## config.mk

```make
export PLATFORM = sky130hd
export DESIGN_NAME = video_to_ram
export DESIGN_NICKNAME = d
export VERILOG_FILES = /design/src/rtl/video_to_ram_pkg.sv /design/src/rtl/video_to_ram_addr_gen.sv /design/src/rtl/video_to_ram.sv
export SDC_FILE = /design/constraint.sdc
export NUM_CORES = 1
export LEC_CHECK = 0
export BUFFER_PORTS_ARGS = -buffer_cell sky130_fd_sc_hd__buf_2
export CAP_MARGIN = 20
export CORE_UTILIZATION = 50
export DETAILED_ROUTE_END_ITERATION = 10
export HOLD_SLACK_MARGIN = 0.08
export PLACE_DENSITY = 0.76
export SLEW_MARGIN = 20
export SYNTH_ARGS = -nofsm -noshare
export SYNTH_HDL_FRONTEND = slang
export SYNTH_SLANG_ARGS = --single-unit
```

## constraint.sdc

```tcl
create_clock -name clock -period 7.17 [get_ports clock]
set_clock_uncertainty 0.05 [all_clocks]
set_input_delay 1.434 -clock clock [delete_from_list [all_inputs] [get_ports clock]]
set_output_delay 1.434 -clock clock [all_outputs]
set_load 0.01 [all_outputs]
```

## src/rtl/video_to_ram_pkg.sv

```systemverilog
// rtl/video_to_ram_pkg.sv - capture window constants and ring address helper
// Shared by the capture side, the readout side and the bench so all agree on the raster layout.
package video_to_ram_pkg;

  localparam int H_CAPTURE_START  = 0;
  localparam int H_CAPTURE_END    = 640;
  localparam int V_CAPTURE_START  = 0;
  localparam int V_CAPTURE_END    = 480;
  localparam int LD_FIELD2_START  = 263;
  localparam int LD_V_CAPTURE_END = 503;
  localparam int LD_FIELD_LINES   = 240;
  localparam int BUFFER_LINES     = 48;
  localparam int LINE_WIDTH       = H_CAPTURE_END - H_CAPTURE_START;
  localparam int TRIGGER_LINE     = 4;
  localparam int RAM_ADDRESS_BITS = 15;

  localparam int SLOT_BITS        = $clog2(BUFFER_LINES);
  localparam int LINE_CNT_BITS    = 10;

  typedef logic [SLOT_BITS-1:0]        slot_t;
  typedef logic [LINE_CNT_BITS-1:0]    line_cnt_t;
  typedef logic [RAM_ADDRESS_BITS-1:0] ram_addr_t;

  typedef struct packed {
    logic capture;
    logic line_end;
    logic slot_reset;
    logic first_pixel;
  } capture_ctrl_t;

  function automatic ram_addr_t ring_addr(input slot_t slot, input logic [11:0] x);
    int a;
    a = int'(32'(slot)) * LINE_WIDTH + int'(32'(x)) - H_CAPTURE_START;
    return ram_addr_t'(a);
  endfunction

endpackage

```

## src/rtl/video_to_ram_addr_gen.sv

```systemverilog
// rtl/video_to_ram_addr_gen.sv - line-ring slot, captured-line count, write address and start trigger
module capture_addr_gen
  import video_to_ram_pkg::*;
(
  input  logic          clock,
  input  logic          reset,
  input  capture_ctrl_t i_ctrl,
  input  logic [11:0]   i_x,
  output ram_addr_t     o_addr,
  output logic          o_trigger
);

  slot_t     r_slot;
  line_cnt_t r_line;
  slot_t     w_slot;
  line_cnt_t w_line;

  // The reset point coincides with the first pixel, so that pixel must already see slot 0.
  always_comb begin
    w_slot    = i_ctrl.slot_reset ? '0 : r_slot;
    w_line    = i_ctrl.slot_reset ? '0 : r_line;
    o_addr    = ring_addr(w_slot, i_x);
    o_trigger = i_ctrl.capture && i_ctrl.first_pixel
                && (w_line == line_cnt_t'(TRIGGER_LINE));
  end

  always_ff @(posedge clock) begin
    if (reset) begin
      r_slot <= '0;
      r_line <= '0;
    end else if (i_ctrl.slot_reset) begin
      r_slot <= '0;
      r_line <= '0;
    end else if (i_ctrl.line_end) begin
      r_slot <= (r_slot == slot_t'(BUFFER_LINES - 1)) ? '0 : r_slot + 1'b1;
      // Saturating so the trigger line index can never recur within one frame.
      if (r_line != '1) begin
        r_line <= r_line + 1'b1;
      end
    end
  end

endmodule

```

## src/rtl/video_to_ram.sv

```systemverilog
// rtl/video_to_ram.sv - captures the active pixel window into the line-ring RAM
module video_to_ram
  import video_to_ram_pkg::*;
(
  input  logic                        clock,
  input  logic                        reset,
  input  logic [7:0]                  R,
  input  logic [7:0]                  G,
  input  logic [7:0]                  B,
  input  logic [11:0]                 counterX,
  input  logic [11:0]                 counterY,
  input  logic                        line_doubler,
  output logic [23:0]                 wrdata,
  output logic [RAM_ADDRESS_BITS-1:0] wraddr,
  output logic                        wren,
  output logic                        wrclock,
  output logic                        starttrigger
);

  int            w_x;
  int            w_y;
  logic          w_vwin;
  logic          w_hwin;
  capture_ctrl_t w_ctrl;
  ram_addr_t     w_addr;
  logic          w_trigger;

  logic [23:0]   r_wrdata;
  ram_addr_t     r_wraddr;
  logic          r_wren;
  logic          r_starttrigger;

  always_comb begin
    w_x = int'(32'(counterX));
    w_y = int'(32'(counterY));
    if (line_doubler) begin
      w_vwin = (w_y < LD_FIELD_LINES)
               || (w_y >= LD_FIELD2_START && w_y < LD_V_CAPTURE_END);
    end else begin
      w_vwin = (w_y >= V_CAPTURE_START) && (w_y < V_CAPTURE_END);
    end
    w_hwin = (w_x >= H_CAPTURE_START) && (w_x < H_CAPTURE_END);

    w_ctrl.capture     = w_vwin && w_hwin;
    w_ctrl.line_end    = w_vwin && (w_x == H_CAPTURE_END);
    w_ctrl.first_pixel = (w_x == H_CAPTURE_START);
    // Each doubler field restarts the ring so both fields share the same readout schedule.
    if (line_doubler) begin
      w_ctrl.slot_reset = (w_x == 0) && (w_y == 0 || w_y == LD_FIELD2_START);
    end else begin
      w_ctrl.slot_reset = (w_x == 0) && (w_y == V_CAPTURE_START);
    end
  end

  capture_addr_gen u_addr_gen (
    .clock     (clock),
    .reset     (reset),
    .i_ctrl    (w_ctrl),
    .i_x       (counterX),
    .o_addr    (w_addr),
    .o_trigger (w_trigger)
  );

  always_ff @(posedge clock) begin
    if (reset) begin
      r_wrdata       <= '0;
      r_wraddr       <= '0;
      r_wren         <= 1'b0;
      r_starttrigger <= 1'b0;
    end else begin
      r_wren         <= w_ctrl.capture;
      r_starttrigger <= w_trigger;
      if (w_ctrl.capture) begin
        r_wrdata <= {R, G, B};
        r_wraddr <= w_addr;
      end
    end
  end

  assign wrdata       = r_wrdata;
  assign wraddr       = r_wraddr;
  assign wren         = r_wren;
  assign starttrigger = r_starttrigger;
  assign wrclock      = clock;

endmodule

```

### After elaboration in Yosys (flattened, before gate mapping)

Cells that the tools add are included.
W data, S select, Z words.

* bits in registers: 57
* latch bits: 0
* RAM bits: 0
* memory bits (read-only): 0
* input port bits: 51
* output and inout port bits: 42
* logic and storage cells: 38
* memories: 0

* add/subtract/negate cells: 3
* multipliers: 1
* div/mod/pow operators: 0
* order comparisons: 5
* equality and inequality tests: 5
* shift-type cells: 0
* multiplexer cells: 5
* bitwise gates (word level): 0
* reduce and logical (&&, ||, !) cells: 13

Operators by type and width (number)
* $logic_not A12 Y1: 2
* $lt A12 B9 Y1 const B: 2
* $add A15 B13 Y15: 1
* $eq A12 B10 Y1 const B: 1
* $eq A12 B11 Y1 const B: 1
* $ge A12 B9 Y1 const B: 1
* $lt A12 B10 Y1 const B: 1
* $lt A12 B8 Y1 const B: 1
* $mux W6: 2
* $add A10 B1 Y10 const B: 1
* $eq A10 B3 Y1 const B: 1
* $mux W10: 1
* $ne A10 B10 Y1 const B: 1
* $mul A6 B3 Y8 const B: 1
* $logic_and A1 B1 Y1: 7
* $add A6 B1 Y6 const B: 1
* $eq A6 B6 Y1 const B: 1
* $logic_or A1 B1 Y1: 2
* $mux W1: 2
* $reduce_and A2 Y1: 1
* $reduce_or A2 Y1: 1

### Depth between registers and ports, before layout

Gate-level depths: netlist of the first run.

* depth after elaboration: 7
* gate-level depth with buffers: 14
* depth with buffers taken out: 13

### By module

A second synthesis of the first run with hierarchy kept.

* cell total of the unflattened synthesis: 361
* area, all modules: 3349.5 um^2

By module, submodules not included
* video_to_ram: instances 1, cells each 198, area an instance 2003.2 um^2, seq. area each 820.8 um^2
* capture_addr_gen: instances 1, cells each 163, area an instance 1346.3 um^2, seq. area each 320.3 um^2

==> run metrics, run 1 <==
Critical Path Source clock; Final Hold Fails 0; WS Path Type clk2out; drt pass-1 iters 4; Placed Cells incl. Taps 497; largest area contributor in the netlist dfxtp_1; Net Count, Synth 416; share of the synthesized area in the top cell type 39.4%; DR WL/cell 12.7 um; post-placement cell area 3350 um^2; CP Max Fanout 2; Core Footprint 5540 um^2; Pwr per Cell Area 195 nW/um^2; Yosys cell types 46; Syn Std Cell Area 2890 um^2; Worst-Skew Late Latency 440 ps; Logic pwr share 5.2%; relative slew slack 44.2%; Post CTS Setup Buffer Count 0; Yosys Warn Count 0; vias in the first global route 2589; EDFF count, synth 0; top cells by count, synth nand2_1 (81), dfxtp_1 (57), a21oi_1 (42); # fillers 489; clock group share of total power 49.2%; Finished Layout Cells 516; area occupied by multi-input gates 1620 um^2; initial DRC count 98; grt total ovfl 0; Core Util, Final 64.7%; PostCTS Resize Cnt 0; CP endpoint kind primary output; Die Wd 78.1 um; Hold-fix buffers, CTS 0; io pins 93; post-route setup TNS 0 ps; most frequent cell after synthesis nand2_1; layout cell share with drive strength beyond 1 27.5%; residual DRC count 0; largest net degree at the start of global routing 42; Starting Density 52.2%; FF+latch area 1140 um^2; CTS tree built; Worst-Margin Slew 831 ps; switching share of power 22.5%; sequential share of power 45.6%; synthesized flop and latch total 57; die height 78.1 um; clk slew on worst S/H paths 60 ps; predominant post-synthesis flop cell dfxtp_1; antenna violations before repair 0; Req. time, crit path 5690 ps; Slew Limit Fails 0; VDD IR max 168 uV; Placement Rows 27; Reg2Reg Launch Point u_addr_gen.r_slot[1]$_SDFFE_PP0P_; Critical Path AT 3930 ps; Final Routed Wirelength 6560 um; final setup vio count 0; sequential fraction of the synthesis area 39.4%; gr usage total 22.6%; async set-reset flop share out of synthesis 0%; via count 2733; top post-synthesis cells by area dfxtp_1 (39%), nand2_1 (11%), a21oi_1 (7.3%), ha_1 (5.2%), xor2_1 (3.9%); RSZ-0062 raised after global routing no; cell count after synthesis 352; crit start category clock port; HPWL after detailed placement 4710 um; min-delay src wraddr[9]$_SDFFE_PP0P_; Psw 158 uW; leakage 1.63 nW; Hold WS 398 ps; antenna fix cells 0; fin nets 503; P&R area growth vs syn 24.0%; global-route wire length before repair 11000 um; status finished clean; die area 6090 um^2; # port buffers 92; Vias/cell 5.30; P_int 543 uW; GPL Wtd Cong 0.826; worst hold path type reg2reg; Routed Antenna Nets 0; Final Cell Area 3590 um^2; Mapped Avg Cell Area 8.22 um^2; max cap viols 0
-- stage by stage --
step                total power, mW  setup WS (ps)
floorplan                     0.355           1930
global placement              0.371           1750
detailed placement            0.372           1630
CTS                           0.711           1740
global route                  0.730           1740
finish                        0.701           1750
-- sequential cells by signal, indices dropped and copies added, names as in the netlist --
register / cells
u_addr_gen.r_line: 10
u_addr_gen.r_slot: 6
wren: 1
wraddr: 15
wrdata: 24
starttrigger: 1
-- worst max-delay path, cell delays in order --
cell,delay [ps]
clkbuf_8,110
clkbuf_8,120
buf_2,130
-- worst paths after layout --
path / slack (ps) / to / depth (start not counted)
worst min-delay path: 400 / wraddr[9]$_SDFFE_PP0P_ / 2
worst max register to register: 4160 / wraddr[14]$_SDFFE_PP0P_ / 10
worst min register to register: 400 / wraddr[9]$_SDFFE_PP0P_ / 2
worst max-delay path: 1750 / wrclock / 3
-- cells by family after synthesis --
family          share of synthesized area (%)
buf+inv                                  4.46
fa+ha+maj                                5.88
flops                                    39.4
simple gates                             27.6
xor+xnor                                 5.75
compound gates                           15.4
mux                                      1.38
-- power by group through the flow --
stage	Combinational, mW	Clock, mW	Sequential (mW)
final	0.0365	0.345	0.320
after global routing	0.0406	0.370	0.319
after CTS	0.0367	0.355	0.319
after detailed placement	0.0365	0.00843	0.327
after global placement	0.0359	0.00843	0.326
after floorplan	0.0161	0.0115	0.328
-- cell type report --
| cell class | count | share of cell area [%] |
|---|---|---|
| inverters | 5 | 0.523 |
| clock buffers | 15 | 5.23 |
| clock inverters | 5 | 1.54 |
| well taps | 72 | 2.51 |
| multi-input cells | 269 | 45.3 |
| flip-flops and latches | 57 | 31.8 |
| repair buffers | 93 | 13.1 |
-- layer usage --
layer,up-vias,GRT usage [%],wire length (um),part of all wire [%]
met4,0,11.3,99,1.5
li1,1393,-,-,-
met2,65,39.8,3150,48
met3,11,5.00,289,4.4
met5,-,0,0,0
met1,1264,25.5,3030,46
-- layout by cell type, fill, tap and decap left out, types with 4 or more instances in the layout --
cell type,n
buf_2,92
nand2_1,81
dfxtp_1,57
a21oi_1,42
nor2_1,23
xor2_1,13
clkbuf_8,13
ha_1,12
nand3_1,9
and3_1,8
and2_1,8
nand4_1,7
a21o_1,7
nor4_1,6
xnor2_1,6
inv_1,5
a31oi_1,4
o21ai_0,4
mux2i_1,4
(Power assumes the default switching activity.)
==> run 2: changes to the inputs <==
--- a/config.mk
+++ b/config.mk
@@ -7,10 +7,10 @@
 export LEC_CHECK = 0
 export BUFFER_PORTS_ARGS = -buffer_cell sky130_fd_sc_hd__buf_2
 export CAP_MARGIN = 20
-export CORE_UTILIZATION = 50
+export CORE_UTILIZATION = 46
 export DETAILED_ROUTE_END_ITERATION = 10
 export HOLD_SLACK_MARGIN = 0.08
-export PLACE_DENSITY = 0.76
+export PLACE_DENSITY = 0.73
 export SLEW_MARGIN = 20
 export SYNTH_ARGS = -nofsm -noshare
 export SYNTH_HDL_FRONTEND = slang
==> constraint.sdc (replaced) <==
create_clock -name clock -period 4.7 [get_ports clock]
set_clock_uncertainty 0.05 [all_clocks]
set_input_delay 0.94 -clock clock [delete_from_list [all_inputs] [get_ports clock]]
set_output_delay 0.94 -clock clock [all_outputs]
set_load 0.01 [all_outputs]
==> run 2 against run 1 <==
- sequential share of layout area fell by 0.93 points
- setup slack worse by 1500 ps
- sequential cell count unchanged
- clock power rose by 63%
- combinational power rose by 63%
- critical path type is now in2reg
- critical endpoint is now wraddr[14]$_SDFFE_PP0P_
- largest cell class unchanged
- largest power group unchanged
==> run metrics, run 2 (synthesis gave the netlist of run 1 again) <==
global-route wire length before repair 11300 um; HPWL after detailed placement 4950 um; P&R area growth vs syn 27.7%; Core Footprint 5990 um^2; Core Util, Final 61.7%; number of flip-flops in the largest register 24; grt total ovfl 0; Reg2Reg Launch Point u_addr_gen.r_slot[1]$_SDFFE_PP0P_; RSZ-0062 raised after global routing no; most frequent cells in the layout buf_2 (92), nand2_1 (81), dfxtp_1 (57); vias in the first global route 2563; die area 6610 um^2; status finished clean; Worst-Margin Slew 899 ps; # fillers 562; GPL Wtd Cong 0.829; post-route setup TNS 0 ps; Cells on Worst Hold Path 2; # port buffers 92; clk slew on worst S/H paths 60 ps; CP endpoint kind flip-flop; final setup vio count 0; drt pass-1 iters 4; CP Max Fanout 7; Worst-Skew Late Latency 430 ps; r2r worst-path depth 10; residual DRC count 0; Final Routed Wirelength 6900 um; Post CTS Setup Buffer Count 0; R2R Path End wraddr[14]$_SDFFE_PP0P_; Max Clock Freq 227 MHz; Placement Rows 28; layout cell share with drive strength beyond 1 29.4%; Hold-fix buffers, CTS 0; period utilization 93.7%; CTS tree built; Psw 241 uW; gr usage total 22.4%; P_int 868 uW; via count 2763; Starting Density 48.3%; Critical Path AT 4680 ps; Pwr per Cell Area 300 nW/um^2; worst hold path type reg2reg; fin nets 515; io pins 93; FF+latch area 1140 um^2; Final Hold Fails 0; Die Wd 81.3 um; hold path endpoint wrdata[15]$_SDFFE_PP0P_; leakage 1.70 nW; initial DRC count 103; Vias/cell 5.20; relative slew slack 39.6%; WS Path Type in2reg; PostCTS Resize Cnt 0; crit start category input pin; sequential share of power 44.0%; commonest non-fill, non-tap cell in the layout buf_2; Logic pwr share 5.4%; fin crit period 4410 ps; antenna fix cells 0; Req. time, crit path 4980 ps; DR WL/cell 13.0 um; largest net degree at the start of global routing 42; VDD IR max 239 uV; max cap viols 0; min-delay src wrdata[15]$_SDFFE_PP0P_; switching share of power 21.7%; area occupied by multi-input gates 1620 um^2; Slew Limit Fails 0; die height 81.3 um; setup slack, reg-to-reg 1820 ps; Routed Antenna Nets 0; antenna violations before repair 0; clock group share of total power 50.7%
[run 2: worst max-delay path, cell delays in order]
cell and delay, ps:
buf_2 110, or4_4 530, or3_4 380, or3_1 390, and2_1 210, ha_1 180, ha_1 210, fa_1 430
ha_1 320, o21ai_0 120, o21ba_2 210, nor3b_1 260, a2111oi_1 100, a2111oi_2 290
[run 2: metrics by stage]
| stage | hold slack, ps | cells | setup WS [ps] | power (mW) | area, um^2 |
|---|---|---|---|---|---|
| floorplan | 409 | 352 | 11.1 | 0.542 | 2890 |
| global placement | 389 | 512 | -30.7 | 0.569 | 3440 |
| detailed placement | 395 | 512 | -132 | 0.570 | 3440 |
| CTS | 404 | 531 | 329 | 1.12 | 3690 |
| global route | 421 | 531 | 139 | 1.16 | 3690 |
| finish | 398 | 531 | 295 | 1.11 | 3690 |
[run 2: power by group through the flow]
| stage | combinational (mW) | sequential, mW | clock (mW) |
|---|---|---|---|
| 3_3_place_gp | 0.0582 | 0.498 | 0.0129 |
| 6_report | 0.0595 | 0.487 | 0.562 |
| 4_1_cts | 0.0593 | 0.487 | 0.578 |
| 5_1_grt | 0.0661 | 0.487 | 0.603 |
| 3_5_place_dp | 0.0588 | 0.498 | 0.0129 |
| 2_1_floorplan | 0.0245 | 0.500 | 0.0175 |
[run 2: area by class of cell]
type                       instances  area share (%)
clock buffer                      14            4.71
multi-input combinational        269            43.9
inverter                           5           0.508
timing repair buffer             105            15.2
tap                               75            2.54
sequential                        57            30.9
clock inverter                     6            2.24
[run 2: metal layers]
metal | vias to the layer above | share of wire, % | global-route usage, %
met4 | 0 | 1.6 | 9.29
met3 | 9 | 4.8 | 7.42
li1 | 1421 | - | -
met2 | 67 | 49 | 37.9
met5 | - | 0 | 0
met1 | 1266 | 45 | 25.8
[run 2: how the worst max path moves through the flow]
stage	start	endpoint	slack [ps]	cells after the start
6_report	counterY[4]	wraddr[14]$_SDFFE_PP0P_	290	14
5_1_grt	counterY[4]	wraddr[14]$_SDFFE_PP0P_	140	14
4_1_cts	counterY[4]	wraddr[14]$_SDFFE_PP0P_	330	14
3_5_place_dp	counterY[4]	wraddr[14]$_SDFFE_PP0P_	-130	14
3_3_place_gp	counterY[4]	wraddr[14]$_SDFFE_PP0P_	-30	14
2_1_floorplan	counterY[4]	wraddr[14]$_SDFFE_PP0P_	10	14
